**src/rtl/coin_tally_uart.sv**
```systemverilog
// Per-channel saturating coin counters with an 8N1 UART that sends a hex ASCII
// snapshot frame of all counts ("HH,HH,...,HH\r\n") on request or on count change.
module coin_tally_uart #(
  parameter int unsigned N_CH         = 4,
  parameter int unsigned CNT_W        = 8,
  parameter int unsigned CLKS_PER_BIT = 868,
  parameter bit          AUTO_REPORT  = 1'b1
) (
  input  logic                    clk,
  input  logic                    rst_n,
  input  logic [N_CH-1:0]         coin_in,
  input  logic                    report_req,
  input  logic                    clr_counts,
  output logic [N_CH*CNT_W-1:0]   counts,
  output logic [N_CH-1:0]         sat,
  output logic                    tx_serial,
  output logic                    tx_active,
  output logic                    tx_done
);

  localparam int unsigned DIGITS = CNT_W / 4;
  localparam int unsigned CH_W   = $clog2(N_CH + 1);
  localparam int unsigned POS_W  = $clog2(DIGITS + 1);
  localparam int unsigned BAUD_W = $clog2(CLKS_PER_BIT);
  localparam logic [CNT_W-1:0] CNT_MAX = '1;

  typedef enum logic [2:0] {S_IDLE, S_LOAD, S_START, S_DATA, S_STOP} state_e;

  state_e                  state_q, state_d;
  logic [N_CH-1:0]         coin_q;
  logic [N_CH-1:0]         rise_c;
  logic [N_CH*CNT_W-1:0]   cnt_q, cnt_d;
  logic [N_CH*CNT_W-1:0]   snap_q;
  logic [N_CH-1:0]         sat_q, sat_d;
  logic                    change_c;
  logic                    pending_q, pending_d;
  logic [BAUD_W-1:0]       baud_q, baud_d;
  logic                    baud_last;
  logic [2:0]              bit_q, bit_d;
  logic [CH_W-1:0]         ch_q, ch_d;
  logic [POS_W-1:0]        pos_q, pos_d;
  logic [7:0]              byte_q, byte_d;
  logic [7:0]              char_c;
  logic [3:0]              nib_c;
  logic                    done_q, done_d;

  assign rise_c = coin_in & ~coin_q;

  // clr_counts wins over any increment in the same cycle; that edge is lost.
  always_comb begin
    cnt_d    = cnt_q;
    sat_d    = sat_q;
    change_c = 1'b0;
    if (clr_counts) begin
      cnt_d = '0;
      sat_d = '0;
    end else begin
      for (int unsigned k = 0; k < N_CH; k++) begin
        if (rise_c[k]) begin
          if (cnt_q[k*CNT_W +: CNT_W] == CNT_MAX) begin
            sat_d[k] = 1'b1;
          end else begin
            cnt_d[k*CNT_W +: CNT_W] = cnt_q[k*CNT_W +: CNT_W] + CNT_W'(1);
            change_c = 1'b1;
          end
        end
      end
    end
  end

  always_comb begin
    pending_d = pending_q;
    if (state_q == S_LOAD) pending_d = 1'b0;
    if (report_req || (AUTO_REPORT && (change_c || clr_counts))) pending_d = 1'b1;
  end

  // Character at (ch_q, pos_q): pos 0..DIGITS-1 are hex digits MSB first,
  // pos DIGITS is the separator (',' or CR on the last channel); ch_q == N_CH is LF.
  always_comb begin
    nib_c = '0;
    for (int unsigned c = 0; c < N_CH; c++) begin
      for (int unsigned d = 0; d < DIGITS; d++) begin
        if (ch_q == CH_W'(c) && pos_q == POS_W'(DIGITS - 1 - d)) begin
          nib_c = snap_q[c*CNT_W + d*4 +: 4];
        end
      end
    end
    if (ch_q == CH_W'(N_CH)) begin
      char_c = 8'h0A;
    end else if (pos_q == POS_W'(DIGITS)) begin
      char_c = (ch_q == CH_W'(N_CH - 1)) ? 8'h0D : 8'h2C;
    end else if (nib_c < 4'd10) begin
      char_c = 8'h30 + {4'h0, nib_c};
    end else begin
      char_c = 8'h37 + {4'h0, nib_c};
    end
  end

  assign baud_last = (baud_q == BAUD_W'(CLKS_PER_BIT - 1));

  always_comb begin
    state_d = state_q;
    baud_d  = baud_q;
    bit_d   = bit_q;
    ch_d    = ch_q;
    pos_d   = pos_q;
    byte_d  = byte_q;
    done_d  = 1'b0;
    case (state_q)
      S_IDLE: if (pending_q) state_d = S_LOAD;
      S_LOAD: begin
        state_d = S_START;
        baud_d  = '0;
        ch_d    = '0;
        pos_d   = '0;
      end
      S_START: begin
        if (baud_last) begin
          baud_d  = '0;
          bit_d   = '0;
          byte_d  = char_c;
          state_d = S_DATA;
        end else begin
          baud_d = baud_q + BAUD_W'(1);
        end
      end
      S_DATA: begin
        if (baud_last) begin
          baud_d = '0;
          if (bit_q == 3'd7) state_d = S_STOP;
          else bit_d = bit_q + 3'd1;
        end else begin
          baud_d = baud_q + BAUD_W'(1);
        end
      end
      S_STOP: begin
        if (baud_last) begin
          baud_d = '0;
          if (ch_q == CH_W'(N_CH)) begin
            state_d = S_IDLE;
            done_d  = 1'b1;
          end else begin
            state_d = S_START;
            if (pos_q == POS_W'(DIGITS)) begin
              pos_d = '0;
              ch_d  = ch_q + CH_W'(1);
            end else begin
              pos_d = pos_q + POS_W'(1);
            end
          end
        end else begin
          baud_d = baud_q + BAUD_W'(1);
        end
      end
      default: state_d = S_IDLE;
    endcase
  end

  always_ff @(posedge clk or negedge rst_n) begin
    if (!rst_n) begin
      state_q   <= S_IDLE;
      coin_q    <= '0;
      cnt_q     <= '0;
      snap_q    <= '0;
      sat_q     <= '0;
      pending_q <= 1'b0;
      baud_q    <= '0;
      bit_q     <= '0;
      ch_q      <= '0;
      pos_q     <= '0;
      byte_q    <= '0;
      done_q    <= 1'b0;
    end else begin
      state_q   <= state_d;
      coin_q    <= coin_in;
      cnt_q     <= cnt_d;
      sat_q     <= sat_d;
      pending_q <= pending_d;
      baud_q    <= baud_d;
      bit_q     <= bit_d;
      ch_q      <= ch_d;
      pos_q     <= pos_d;
      byte_q    <= byte_d;
      done_q    <= done_d;
      if (state_q == S_LOAD) snap_q <= cnt_q;
    end
  end

  // Line is decoded from registered state so an async reset forces it high at once.
  assign tx_serial = (state_q == S_START) ? 1'b0 :
                     (state_q == S_DATA)  ? byte_q[bit_q] : 1'b1;
  assign tx_active = (state_q == S_START) || (state_q == S_DATA) || (state_q == S_STOP);
  assign tx_done   = done_q;
  assign counts    = cnt_q;
  assign sat       = sat_q;

endmodule
```
**config.mk**
```make
export PLATFORM = sky130hd
export DESIGN_NAME = coin_tally_uart
export DESIGN_NICKNAME = d
export VERILOG_FILES = /design/src/rtl/coin_tally_uart.sv
export SDC_FILE = /design/constraint.sdc
export NUM_CORES = 1
export LEC_CHECK = 0
export ABC_CLOCK_PERIOD_IN_PS = 3400
export CELL_PAD_IN_SITES_DETAIL_PLACEMENT = 1
export CELL_PAD_IN_SITES_GLOBAL_PLACEMENT = 2
export CORE_MARGIN = 4
export CORE_UTILIZATION = 40
export DETAILED_ROUTE_END_ITERATION = 7
export PLACE_DENSITY = 0.88
export SLEW_MARGIN = 10
export SYNTH_ARGS = -nofsm -noshare
export SYNTH_HDL_FRONTEND = slang
export SYNTH_SLANG_ARGS = --single-unit
```
**constraint.sdc**
```tcl
create_clock -name clk -period 3.4 [get_ports clk]
set_input_delay 0.34 -clock clk [delete_from_list [all_inputs] [get_ports clk]]
set_output_delay 0.34 -clock clk [all_outputs]
set_load 0.01 [all_outputs]
```
### After elaboration in Yosys (flattened, before gate mapping)

Cells that the tools add are included.

* word-level logic and storage cells: 170
* output and inout bits: 39
* input bits: 8
* flip-flop bits (word level): 103

* reduce and logical (&&, ||, !) cells: 41
* equal/unequal tests: 28
* add/sub/neg operators: 10
* bitwise operators: 2
* mux-type cells: 69
* magnitude comparators: 2

Operators by type and width (count)
* $mux W8: 8
* $mux W4: 9
* $mux W3: 11
* $add A8 B1 Y8 const B: 4
* $eq A8 B8 Y1 const B: 4
* $mux W32: 1
* $mux W1: 25
* $ne A2 B2 Y1 const B: 12
* $reduce_bool A2 Y1: 12
* $mux W7: 3
* $pmux W10 S2: 1
* $reduce_and A2 Y1: 9
* $pmux W3 S5: 1
* $add A6 B4 Y7 const A: 2
* $eq A3 B2 Y1 const B: 4
* $pmux W3 S2: 2
* $add A10 B1 Y10 const B: 1
* $eq A10 B10 Y1 const B: 1
* $mux W10: 1
* $eq A3 B3 Y1 const B: 3
* $logic_and A1 B1 Y1: 8
* $mux W2: 4
* $reduce_and A4 Y1: 2
* $add A3 B1 Y3 const B: 2
* 17 further kinds: 22

### Longest topological paths before layout

Gate-level depths: netlist of run 1.

* depth after elaboration: 14
* gate-level depth with buffers: 12
* gate-level depth less buffers: 11

### Least setup slack after synthesis of run 1

No wires, ideal clock.

* path type: register to register
* start: reg ch_q[1]
* end: reg byte_q[4]
* period minus slack after synthesis: 2.303 ns
* arrival time: 2.182 ns
* path slack: 1.097 ns
* stages on the path, launching flop included: 12
* library setup time: 0.121 ns
* buffers on the path: 1
* path through: dfrtp_1 inv_1 ha_1 buf_2 a211oi_1 a2111oi_0 o211ai_1 o21a_1 ha_1 o21ai_0 nand2_1 a22o_1

* longest elaborated chain between the ends: 14

RTL lines
* start, declared: RTL line 40 `logic [CH_W-1:0] ch_q, ch_d;`
* start signal, assigned: RTL line 181 `ch_q <= ch_d;`
* $logic_not A3 Y1: RTL line 83 `if (ch_q == CH_W'(c) && pos_q == POS_W'(DIGITS - 1 - d)) begin`
* $logic_and A1 B1 Y1: RTL line 83
* $mux W4 (8 in a row): RTL line 83
* $add A6 B4 Y7, or another cell as far along: RTL line 95 `char_c = 8'h37 + {4'h0, nib_c};`
* $mux W7: RTL line 92 `end else if (nib_c < 4'd10) begin`
* $mux W7: RTL line 90 `end else if (pos_q == POS_W'(DIGITS)) begin`
* $mux W7 *: RTL line 88 `if (ch_q == CH_W'(N_CH)) begin`
* end signal, assigned: RTL line 183 `byte_q <= byte_d;`
* end, declared: RTL line 42 `logic [7:0] byte_q, byte_d;`

Mark *: on every way between the ends. The rest lies on a longest branch, timed or not.
A chain may end at the register's enable or synchronous reset.

### Worst setup path after layout of run 1

Ends and elaborated chain as after synthesis.

==> out/metrics.cfg, run 1 <==
[run_status]
status = complete, no violations

[synthesis]
synthTopCellsByArea = dfrtp_1 (50%), mux2_2 (7.5%), nor2_1 (4.0%), xor2_1 (3.8%), o21ai_0 (3.3%)
ys_async_sr_fraction_pct = 100
synth_top_area_cell = dfrtp_1
ys_warn_count = 0
synth_cells = 493
ys_seq_area_share_pct = 49.9
synth.avg_cell_area_sq_um = 10.4
synth-main-ff-cell = dfrtp_1
synth_top_area_share_pct = 49.9
synth_cell_types = 60
netlist_area_sq_mm = 0.00512
synthesis.nets = 514
synth-seq-cells = 102
synth_edf_count = 0

[cts]
clk_latency_ns = 0.35
cts.htree.levels = 3
clkTransAtPathRegs_ns = 0.07
clk_path_buf_depth = 2
cts.repair.resized = 0
cts_tree = yes
numCtsBuffers = 9
cts.sinks = 102
cts_root_buf = clkbuf_16

[finish]
layout_common_cells = dfrtp_1 (102), nor2_1 (54), nand2_1 (45), clkdlybuf4s50_1 (45)
final_util_pct = 47.8
diodes = 0
fillers = 1427
nets = 556
final_layout_size_suffix_gt1_share_pct = 12.4
area_growth_syn_to_layout_pct = 17.4
final_common_cell = dfrtp_1

[timing]
fin_crit_sh_pct = 78.2
slew_viol_final = 0
min_period_ns = 2.66
setup_tns_ns = 0
timing.fmax_mhz = 376
hold_violations = 0
tightest_slew_ns = 0.828
setup-violations-final = 0
finalClockSkew_ns = 0.00746
slew_headroom_pct = 44.8
rsz0062_at_grt = false

[critical_path]
critPathKind = reg2reg
max_stage_delay_ns = 0.49
critPathMaxFanout = 16
cp_data_required_time_ns = 3.63
crit_buf_inv = 1
cp_cell_sequence = inv_1, ha_1, a211oi_1, a2111oi_0, o211ai_1, o21a_1, ha_1, o21ai_0, nand2_1, a22o_1
r2r_cells = 10
critical-path-top-delay-family = compound AO/OA/AOI/OAI gates
crit_arrival_ns = 2.89
rrSetupSlack_ns = 0.74
cp_slowest_cell = ha_1
worst_r2r_endpoint = byte_q[4]
startpoint_type = flop
r2r_start = ch_q[1]
cpMostUsedCell = ha_1
cp-end-kind = flop

[job]
cap_violations = 0

[hold_path]
hold_depth = 1
hold_end = coin_q[1]
min_path_type = in2reg
hold_start = coin_in[1]

[route]
route.vias.total = 3807
routed.top_layer = met4
ant_nets = 0
first_pass_iters = 4
met2_length_mm = 5.88
wl_met1_mm = 5.74
met3_length_um = 304
routed_via_density = 5.35
drt-wirelength-per-cell_um = 17.0
drc = 0
wl_mm = 12.1
first_iter_violations = 192

[die]
fp.dieArea_sq_mm = 0.0147
io_pins = 47
start_util_pct = 40.7
rows = 41
core_area_sq_mm = 0.0126
die-width_um = 121
die_height_um = 121

[pwr]
total_power_mw = 2.59
power_density_mw_per_mm2 = 432
p_leak_nw = 2.55
ir_worst_vdd_mv = 0.347

[placed_design]
io_buffers = 46
place.gp.congestion = 0.839
hpwl_mm = 8.55

[global_route]
grt_usage_pct = 17.6
grt_pass1_vias = 4109
grt_antenna_before_repair = 0
overflow = 0
grt_pass1_wl_mm = 20.7
grt_max_degree = 41

## logic make-up (layout without fill, tap and decap cells)
kind of cell             count (synthesis)  after routing  share of synthesized area, %
flip-flops                             102            102                          49.9
multiplexers                            45             45                          9.88
adder cells (fa/ha/maj)                 13             13                          3.18
XOR/XNOR                                27             27                          4.62
AND/OR/NAND/NOR                        183            183                          18.4
buffers and inverters                   30             77                          2.69
AO/OA/AOI/OAI                           93             93                          11.4
## how the worst max path moves through the flow
stage | from | depth (start not counted) | end
floorplan | ch_q[1] | 11 | byte_q[4]
global placement | ch_q[1] | 10 | byte_q[4]
detailed placement | ch_q[0] | 9 | byte_q[0]
CTS | ch_q[1] | 10 | byte_q[4]
global route | ch_q[1] | 10 | byte_q[4]
finish | ch_q[1] | 10 | byte_q[4]
## flip-flops by register name (all words and copies together), names as in the netlist
| name | count |
|---|---|
| baud_q | 10 |
| bit_q | 3 |
| byte_q | 7 |
| ch_q | 3 |
| coin_q | 4 |
| counts | 32 |
| pending_q | 1 |
| pos_q | 2 |
| sat | 4 |
| snap_q | 32 |
| state_q | 3 |
| tx_done | 1 |
## through the flow
stage | hold WS, ns | area [sq um] | instances | worst slack, ns
2_1_floorplan | 0.0444 | 5120 | 493 | 1.10
3_3_place_gp | 0.347 | 5720 | 695 | 0.846
3_5_place_dp | 0.350 | 5720 | 695 | 0.769
4_1_cts | 0.455 | 6010 | 712 | 0.741
5_1_grt | 0.467 | 6010 | 712 | 0.496
6_report | 0.470 | 6010 | 712 | 0.740
## worst register-to-register path, cell delays in order, from the launching register on
cell and delay (ns):
dfrtp_1 0.41, inv_1 0.11, ha_1 0.49, a211oi_1 0.15
a2111oi_0 0.42, o211ai_1 0.13, o21a_1 0.16, ha_1 0.23
o21ai_0 0.16, nand2_1 0.09, a22o_1 0.21
## power by group
| part | internal (mW) | switching [mW] | leakage, nW |
|---|---|---|---|
| clock | 0.502 | 0.466 | 0.134 |
| combinational | 0.119 | 0.144 | 1.03 |
| sequential | 1.29 | 0.0780 | 1.39 |
| total | 1.91 | 0.687 | 2.55 |
## cell usage after synthesis (all sizes together) (7+ instances only)
cell type / n
o21ai: 37
nor3b: 7
nor3: 7
a21oi: 22
nor2: 54
nand4: 15
mux2: 34
buf: 12
mux2i: 10
clkbuf: 8
ha: 13
nor2b: 7
inv: 9
dfrtp: 102
nand3: 10
nand2: 46
and3: 15
xor2: 22
## layout make-up
class,count,area (sq um),share of cell area (%)
Clock buffer,10,229,3.81
Clock inverter,6,43.8,0.729
Inverter,10,37.5,0.625
Multi-Input combinational cell,361,2430,40.5
Sequential cell,102,2550,42.5
Tap cell,172,215,3.58
Timing Repair Buffer,51,498,8.29
## layer usage
metal | track usage, % | vias up
met5 | 0 | -
met4 | 4.67 | 0
met3 | 4.10 | 15
met2 | 29.2 | 52
met1 | 23.3 | 1906
li1 | - | 1834
## repair_timing
action	CTS	global route
setup buffers	0	0
hold endpoints to repair	38	0
endpoints found under the setup margin	0	0
hold buffers	1	0
Note: power is estimated with default switching activity, not from simulation.
==> inputs of run 2 (changes only) <==
Settings changed: ABC_CLOCK_PERIOD_IN_PS 3400 to 2100, CORE_UTILIZATION 40 to 34, PLACE_DENSITY 0.88 to 0.8.
Clock period 3.4 ns to 2.1 ns, I/O delays scaled along.
==> run 2 against run 1 <==
Compared with the run above:
- the flow now finishes with violations (setup timing)
- register-to-register slack got worse by 0.85 ns
- worst setup slack worse by 0.85 ns
- first-iteration DRC count is 27% lower
==> out/metrics.cfg, run 2 (same netlist as run 1, synthesis figures left out) <==
[run_status]
status = finished, violations left
violations = setup timing

[finish]
regArea_sq_mm = 0.00256  ; +0.29%
diodes = 0  ; unchanged
area_growth_syn_to_layout_pct = 35.7
final_util_pct = 47.4  ; -0.39 points
final_common_cell = dfrtp_1
fillers = 1629  ; +14%
multi_input_area_sq_mm = 0.00272  ; +12%
nets = 624  ; +12%
fin_cells = 792  ; +11%
layout_common_cells = dfrtp_1 (96), buf_4 (62), nor2_1 (53)
final_layout_size_suffix_gt1_share_pct = 29.8  ; +17 points

[placed_design]
dp_cells = 764  ; +9.9%
io_buffers = 46  ; unchanged
hpwl_mm = 10.0  ; +17%
place.gp.congestion = 0.863  ; +2.8%

[timing]
setup_tns_ns = -0.235  ; -0.235 ns
slew_viol_final = 0  ; unchanged
hold_violations = 0  ; unchanged
finalClockSkew_ns = 0.00723  ; -0.000228 ns
tightest_slew_ns = 0.700  ; -0.128 ns
rsz0062_at_grt = true
min_period_ns = 2.21  ; -0.453 ns
setup-violations-final = 5  ; +5
timing.fmax_mhz = 453  ; +21%
slew_headroom_pct = 53.2  ; +8.4 points
worst_slack_ns = -0.107  ; -0.847 ns
fin_crit_sh_pct = 105  ; +27 points

[route]
first_iter_violations = 140  ; -27%
drt-wirelength-per-cell_um = 17.7  ; +4.2%
route.vias.total = 4162  ; +9.3%
ant_nets = 0  ; unchanged
first_pass_iters = 4  ; unchanged
routed_via_density = 5.26  ; -1.7%
drc = 0  ; unchanged
wl_mm = 14.0  ; +16%

[die]
fp.dieArea_sq_mm = 0.0171  ; +16%
start_util_pct = 34.9  ; -5.8 points
die-width_um = 131  ; +7.9%
core_area_sq_mm = 0.0146  ; +17%
rows = 44  ; +7.3%
die_height_um = 131  ; +7.9%
io_pins = 47  ; unchanged

[critical_path]
critPathKind = reg2reg
cp-end-kind = flop
crit_arrival_ns = 2.45  ; -0.44 ns
critPathMaxFanout = 8  ; -8
startpoint_type = flop
cp_data_required_time_ns = 2.35  ; -1.28 ns

[pwr]
ir_worst_vdd_mv = 0.371  ; +6.9%
p_leak_nw = 2.96  ; +16%
power_density_mw_per_mm2 = 658  ; +52%
total_power_mw = 4.57  ; +76%

[global_route]
grt_max_degree = 48  ; +17%
grt_antenna_before_repair = 0  ; unchanged
grt_pass1_vias = 4439  ; +8.0%
use_met1_pct = 21.6  ; -1.7 points
grt_pass1_wl_mm = 23.1  ; +11%
top_usage_layer = met2
grt_use_met2_pct = 29.5  ; +0.23 points
grt.met3_usage_pct = 4.11  ; about the same
overflow = 0  ; unchanged
grt_usage_pct = 17.2  ; -0.47 points

[job]
cap_violations = 0  ; unchanged

[cts]
cts_root_buf = clkbuf_16
clk_latency_ns = 0.36  ; about the same
clkTransAtPathRegs_ns = 0.07  ; about the same
numCtsBuffers = 9  ; unchanged
cts_tree = yes
clk_path_buf_depth = 2  ; unchanged
cts.sinks = 102  ; unchanged
cts.htree.levels = 3  ; unchanged

[hold_path]
min_path_type = in2reg

-- run 2: changes by cell type in the layout (fill, tap and decap cells not counted), sizes merged --
cell           previous run  this run
inv                      12        13
clkinv                    3         1
clkdlybuf4s50            45        44
dlygate4sd2               0         1
buf                       5        73
bufinv                    0         1
-- run 2: worst paths after layout --
| kind | from | end | slack, ns | cells after the start |
|---|---|---|---|---|
| setup / recovery | ch_q[0] | byte_q[4] | -0.11 | 10 |
| hold / removal | coin_in[3] | coin_q[3] | 0.33 | 1 |
| setup reg to reg | ch_q[0] | byte_q[4] | -0.11 | 10 |
| hold reg to reg | byte_q[5] | byte_q[5] | 0.49 | 2 |
| max in group asynchronous | rst_n | ch_q[0] | 1.04 | 3 |
| min in group asynchronous | rst_n | baud_q[5] | 0.35 | 2 |
-- run 2: worst max-delay path, stage by stage, from the launching register on --
cell and delay (ns):
dfrtp_2 0.46, ha_4 0.21, nand3b_1 0.10, o21ai_1 0.08, a2111oi_2 0.35, o211ai_1 0.17
o21a_1 0.17, ha_4 0.19, o21ai_2 0.11, nand2_1 0.08, a22o_1 0.17
-- run 2: where the power goes --
group,internal (mW),switching [mW]
sequential,2.08,0.115
combinational,0.319,0.292
clock,0.974,0.787
total,3.38,1.19
-- run 2: cell type report --
type / count / area share (%)
Inverter: 10 / 0.577
Multi-Input combinational cell: 361 / 39.1
Clock inverter: 6 / 1.05
Timing Repair Buffer: 119 / 15.6
Sequential cell: 102 / 36.9
Tap cell: 184 / 3.32
Clock buffer: 10 / 3.44
-- run 2: what timing repair did --
item                                    CTS  global route
endpoints found under the setup margin   15            25
setup buffers                             9             5
endpoints found under the hold margin    32             0
pin swaps                                21            23
hold buffers                              1             0
resized for setup                        40            39
-- run 2: through the flow --
| stage | hold WS [ns] | area [sq um] | worst slack [ns] |
|---|---|---|---|
| 2_1_floorplan | -0.0856 | 5150 | -0.0385 |
| 4_1_cts | 0.326 | 6780 | -0.0980 |
| 6_report | 0.333 | 6940 | -0.107 |
| 3_3_place_gp | 0.199 | 6230 | -0.0509 |
| 3_5_place_dp | 0.197 | 6230 | -0.196 |
| 5_1_grt | 0.333 | 6940 | -0.228 |
-- run 2: routing by layer --
metal / up-vias / share of wire (%)
met5: - / 0
met4: 0 / 1.3
met3: 15 / 2.6
met2: 51 / 51
met1: 2121 / 45
li1: 1975 / -
==> patch 1: new RTL, config.mk and constraints of run 2 <==
The 5 states of `state_e` get a one-hot encoding in 5 bits.
--- a/src/rtl/coin_tally_uart.sv
+++ b/src/rtl/coin_tally_uart.sv
@@ -24,7 +24,7 @@
   localparam int unsigned BAUD_W = $clog2(CLKS_PER_BIT);
   localparam logic [CNT_W-1:0] CNT_MAX = '1;
 
-  typedef enum logic [2:0] {S_IDLE, S_LOAD, S_START, S_DATA, S_STOP} state_e;
+  typedef enum logic [4:0] {S_IDLE = 5'b00001, S_LOAD = 5'b00010, S_START = 5'b00100, S_DATA = 5'b01000, S_STOP = 5'b10000} state_e;
 
   state_e                  state_q, state_d;
   logic [N_CH-1:0]         coin_q;
Formal check against the unedited RTL: same outputs for any inputs over 10 cycles, from zero or initial values and one cycle with rst_n low; not proved beyond that.
==> patch 1 against run 2 <==
- the run still ends with setup timing left
- clock skew rose by 0.0020 ns
- sequential cell count rose by 2
- wire length down 2.8%
- die area about the same
- sequential share of layout area increased by 2.2 points
- power is 2.8% higher
- setup slack worse by 0.079 ns
- first-iteration DRC count rose by 2.9%
- synthesized area hardly changed
- cell area decreased by 3.9%
- critical endpoint is now byte_q[1]
- via count decreased by 3.5%
==> patch 1: results (changes against run 2) <==
metric,value,unit,change
outcome,"finished, violations left",,
Inserted Diodes,0,,unchanged
worst setup path class,reg2reg,,
synthesized netlist net count,506,,-1.6%
vias in the first global route,4416,,-0.52%
main area contributors after synthesis,"dfrtp_1 50%, mux2_2 7.9%, nor2_1 4.0%, nand2_1 3.5%, xor2_1 3.3%",,
placed cells,738,,-3.4%
Peak VDD IR,0.000525,V,+42%
Yosys cell types,58,,-3.3%
drt pass-1 iters,4,,unchanged
Port Buf Inserts,46,,unchanged
Lkg Pwr,3.01,nW,+1.8%
Max clock buf depth,2,,unchanged
FF-to-FF Start,ch_q[1],,
routed len/inst,17.8,um,+0.59%
arrival time worst endpoint,2.56,ns,+0.11 ns
first-pass GRT wire length,22.4,mm,-3.0%
register area share after synthesis,50.9,%,+1.0 points
Layout Nets,597,,-4.3%
ratio of cells with drive above 1 in the final layout,25.8,%,-4.0 points
GPL Wtd Cong,0.883,,+2.4%
delay of the slowest critical-path stage,0.44,ns,-0.02 ns
Initial DRC Count,144,,+2.9%
initial antenna violation count,0,,unchanged
synth cell count leaders,"103 x dfrtp_1, 55 x nor2_1, 48 x nand2_1",,
largest net degree at the start of global routing,53,,+10%
HPWL after detailed placement,9.57,mm,-4.7%
average size of a mapped cell,10.5,um2,+1.6%
setup slack after layout,-0.185,ns,-0.0787 ns
actual slew at the worst max-slew pin,0.542,ns,-0.158 ns
Total GRT Usage,16.5,%,-0.71 points
Worst-path clk slew,0.07,ns,about the same
HP Class,in2async,,
Vias,4018,,-3.5%
Setup Viol. Count Final,6,,+1
worst reg2reg path endpoint,byte_q[1],,
Skew-Pair Late Insertion Delay,0.35,ns,
Via density,5.25,,about the same
Crit Path Max Fanout,4,,-4
TNS Setup,-0.852,ns,-0.617 ns
r2r worst-path depth,8,,-2
failing checks,setup timing,,
clock skew,0.00920,ns,+0.00197 ns
-- patch 1: cell type report --
cell class              count  area [um2]
clock buffers              10         229
fillers                  1646        7970
flip-flops and latches    104        2610
multi-input cells         352        2620
repair buffers            100         901
clock inverters             6        56.3
well taps                 184         230
inverters                   9        33.8
-- patch 1: stage by stage --
step	worst slack (ns)	instance area [um2]	hold slack, ns
after floorplan	-0.107	5150	-0.0856
final	-0.185	6670	0.229
after global routing	-0.295	6670	0.230
after CTS	-0.232	6480	0.226
after detailed placement	-0.322	6080	0.0561
after global placement	-0.0277	6080	0.0580
-- patch 1: power breakdown --
part | switching [W] | internal (W)
Combinational | 0.000444 | 0.000395
Sequential | 0.0000998 | 0.00212
Clock | 0.000805 | 0.000835
Total | 0.00135 | 0.00335
-- patch 1: routing by layer --
metal	global-route usage, %	part of all wire, %
met5	0	0
met3	4.07	2.4
met2	27.6	51
met1	21.2	44
met4	4.78	1.9
-- patch 1: timing repair --
| item | 4_1_cts | 5_1_grt |
|---|---|---|
| endpoints found under the hold margin | 59 | 0 |
| resized for setup | 19 | 32 |
| pin swaps | 7 | 19 |
| gates cloned | 0 | 0 |
| endpoints found under the setup margin | 11 | 23 |
| buffers inserted | 6 | 4 |
| hold buffers | 1 | 0 |
-- patch 1: logic make-up (layout without fill, tap and decap cells) --
group | Yosys count | after routing | share of synthesized area, %
AND/OR/NAND/NOR | 182 | 182 | 17.5
flip-flops | 104 | 104 | 50.9
AO/OA/AOI/OAI | 83 | 83 | 11.0
multiplexers | 47 | 47 | 10.3
buffers and inverters | 29 | 125 | 2.52
XOR/XNOR | 27 | 27 | 4.62
adder cells (fa/ha/maj) | 13 | 13 | 3.18
-- patch 1: worst max path at each step --
| stage | from | endpoint | cells after the start |
|---|---|---|---|
| floorplan | ch_q[0] | byte_q[2] | 10 |
| global placement | pos_q[0] | byte_q[0] | 6 |
| detailed placement | ch_q[0] | byte_q[2] | 8 |
| CTS | ch_q[0] | byte_q[0] | 9 |
| global route | ch_q[1] | byte_q[0] | 9 |
| finish | ch_q[1] | byte_q[1] | 8 |
==> patch 2: new RTL, flow settings as in run 2 <==
Made on the original files. `CNT_W`: 8 -> 16.
--- a/src/rtl/coin_tally_uart.sv
+++ b/src/rtl/coin_tally_uart.sv
@@ -2,7 +2,7 @@
 // snapshot frame of all counts ("HH,HH,...,HH\r\n") on request or on count change.
 module coin_tally_uart #(
   parameter int unsigned N_CH         = 4,
-  parameter int unsigned CNT_W        = 8,
+  parameter int unsigned CNT_W        = 16,
   parameter int unsigned CLKS_PER_BIT = 868,
   parameter bit          AUTO_REPORT  = 1'b1
 ) (
Interface: changed (resized counts); port bits go from 47 to 79. The function was not compared with the original's and may differ.
==> patch 2 against run 2 <==
- the run still ends with setup timing left
- sequential cell count rose by 65
- cell area rose by 74%
- synthesized area rose by 68%
- fmax fell by 20%
- wire length rose by 94%
- setup slack got worse by 0.57 ns
- cell count rose by 95%
- power rose by 52%
- sequential power rose by 54%
- first-iteration DRC count rose by 120%
- global-route usage rose by 2.5 points
==> patch 2: results (changes against run 2) <==
metric,value,unit,change
NonClk Buf Share,18.5,%,+2.9 points
setup slack after layout,-0.675,ns,-0.568 ns
register area share after synthesis,48.5,%,-1.3 points
met3 Usage GRT,3.39,%,-0.71 points
Vias,7915,,+90%
met3 WL post-DR,597,um,+61%
Setup Viol. Count Final,7,,+2
routed len/inst,17.6,um,-0.69%
Hold Path Stages,2,,+1
switching power,0.00184,W,+54%
sequential cell area,0.00419,mm2,+63%
clock buffer count,19,,+9
largest net degree at the start of global routing,50,,+4.2%
register share of the cell area,34.6,%,-2.3 points
"Slowest-stage cell, CP",or4b_1,,
Peak VDD IR,0.000337,V,-9.0%
CP top delay family,simple AND/OR/NAND/NOR gates,,
sequential share of power,48.7,%,+0.6 points
WHS,0.155,ns,-0.178 ns
outcome,"finished, violations left",,
CTS Sinks,167,,+64%
Clock-cell share,4.56,%,+0.076 points
synth cell count leaders,"248 x nand2_1, 167 x dfrtp_1, 97 x nor2_1",,
Yosys cell types,73,,+22%
Switching Fraction,26.5,%,+0.35 points
bufs w/o clock,259,,+120%
routed wl met2,13.2,mm,+84%
Skew-Pair Late Insertion Delay,0.44,ns,+0.08 ns
synthesized netlist net count,997,,+94%
HPWL after detailed placement,19.1,mm,+90%
worst reg2reg path endpoint,byte_q[2],,
inverters,21,,+11
met1 usage,26.6,%,+5.0 points
"wirelength, routed",27.2,mm,+94%
Port Buf Inserts,78,,+70%
GPL Wtd Cong,0.878,,+1.8%
failing checks,setup timing,,
Synth Area in XOR/XNOR,5.70,%,+1.1 points
FILL cells,2867,,+76%
ratio of cells with drive above 1 in the final layout,25.6,%,-4.2 points
hold_sp,clr_counts,,
patch 2: changes by cell type in the layout (fill, tap and decap cells not counted), moves of 9 or more:
cell,change
nand2_1,+201
buf_4,+102
dfrtp_1,+66
nor2_1,+39
mux2_2,-34
clkdlybuf4s50_1,+30
xor2_1,+24
a21oi_1,+20
nand3_1,+19
o21ai_0,+14
nand4_1,+9
patch 2: worst max-delay path by stage:
stage	start	end	slack [ns]	depth (start not counted)
2_1_floorplan	pos_q[0]	byte_q[2]	-0.63	14
3_3_place_gp	pos_q[0]	byte_q[4]	-0.73	13
6_report	pos_q[1]	byte_q[2]	-0.68	15
5_1_grt	pos_q[1]	byte_q[4]	-0.84	15
4_1_cts	pos_q[1]	byte_q[4]	-0.64	15
3_5_place_dp	pos_q[0]	byte_q[4]	-0.80	13
patch 2: timing repair:
item                       4_1_cts  5_1_grt
hold endpoints to repair        44        0
setup endpoints to repair       13       40
pin swaps                       26       16
setup buffers                   21        8
hold buffers                     1        0
resized for setup               87       34
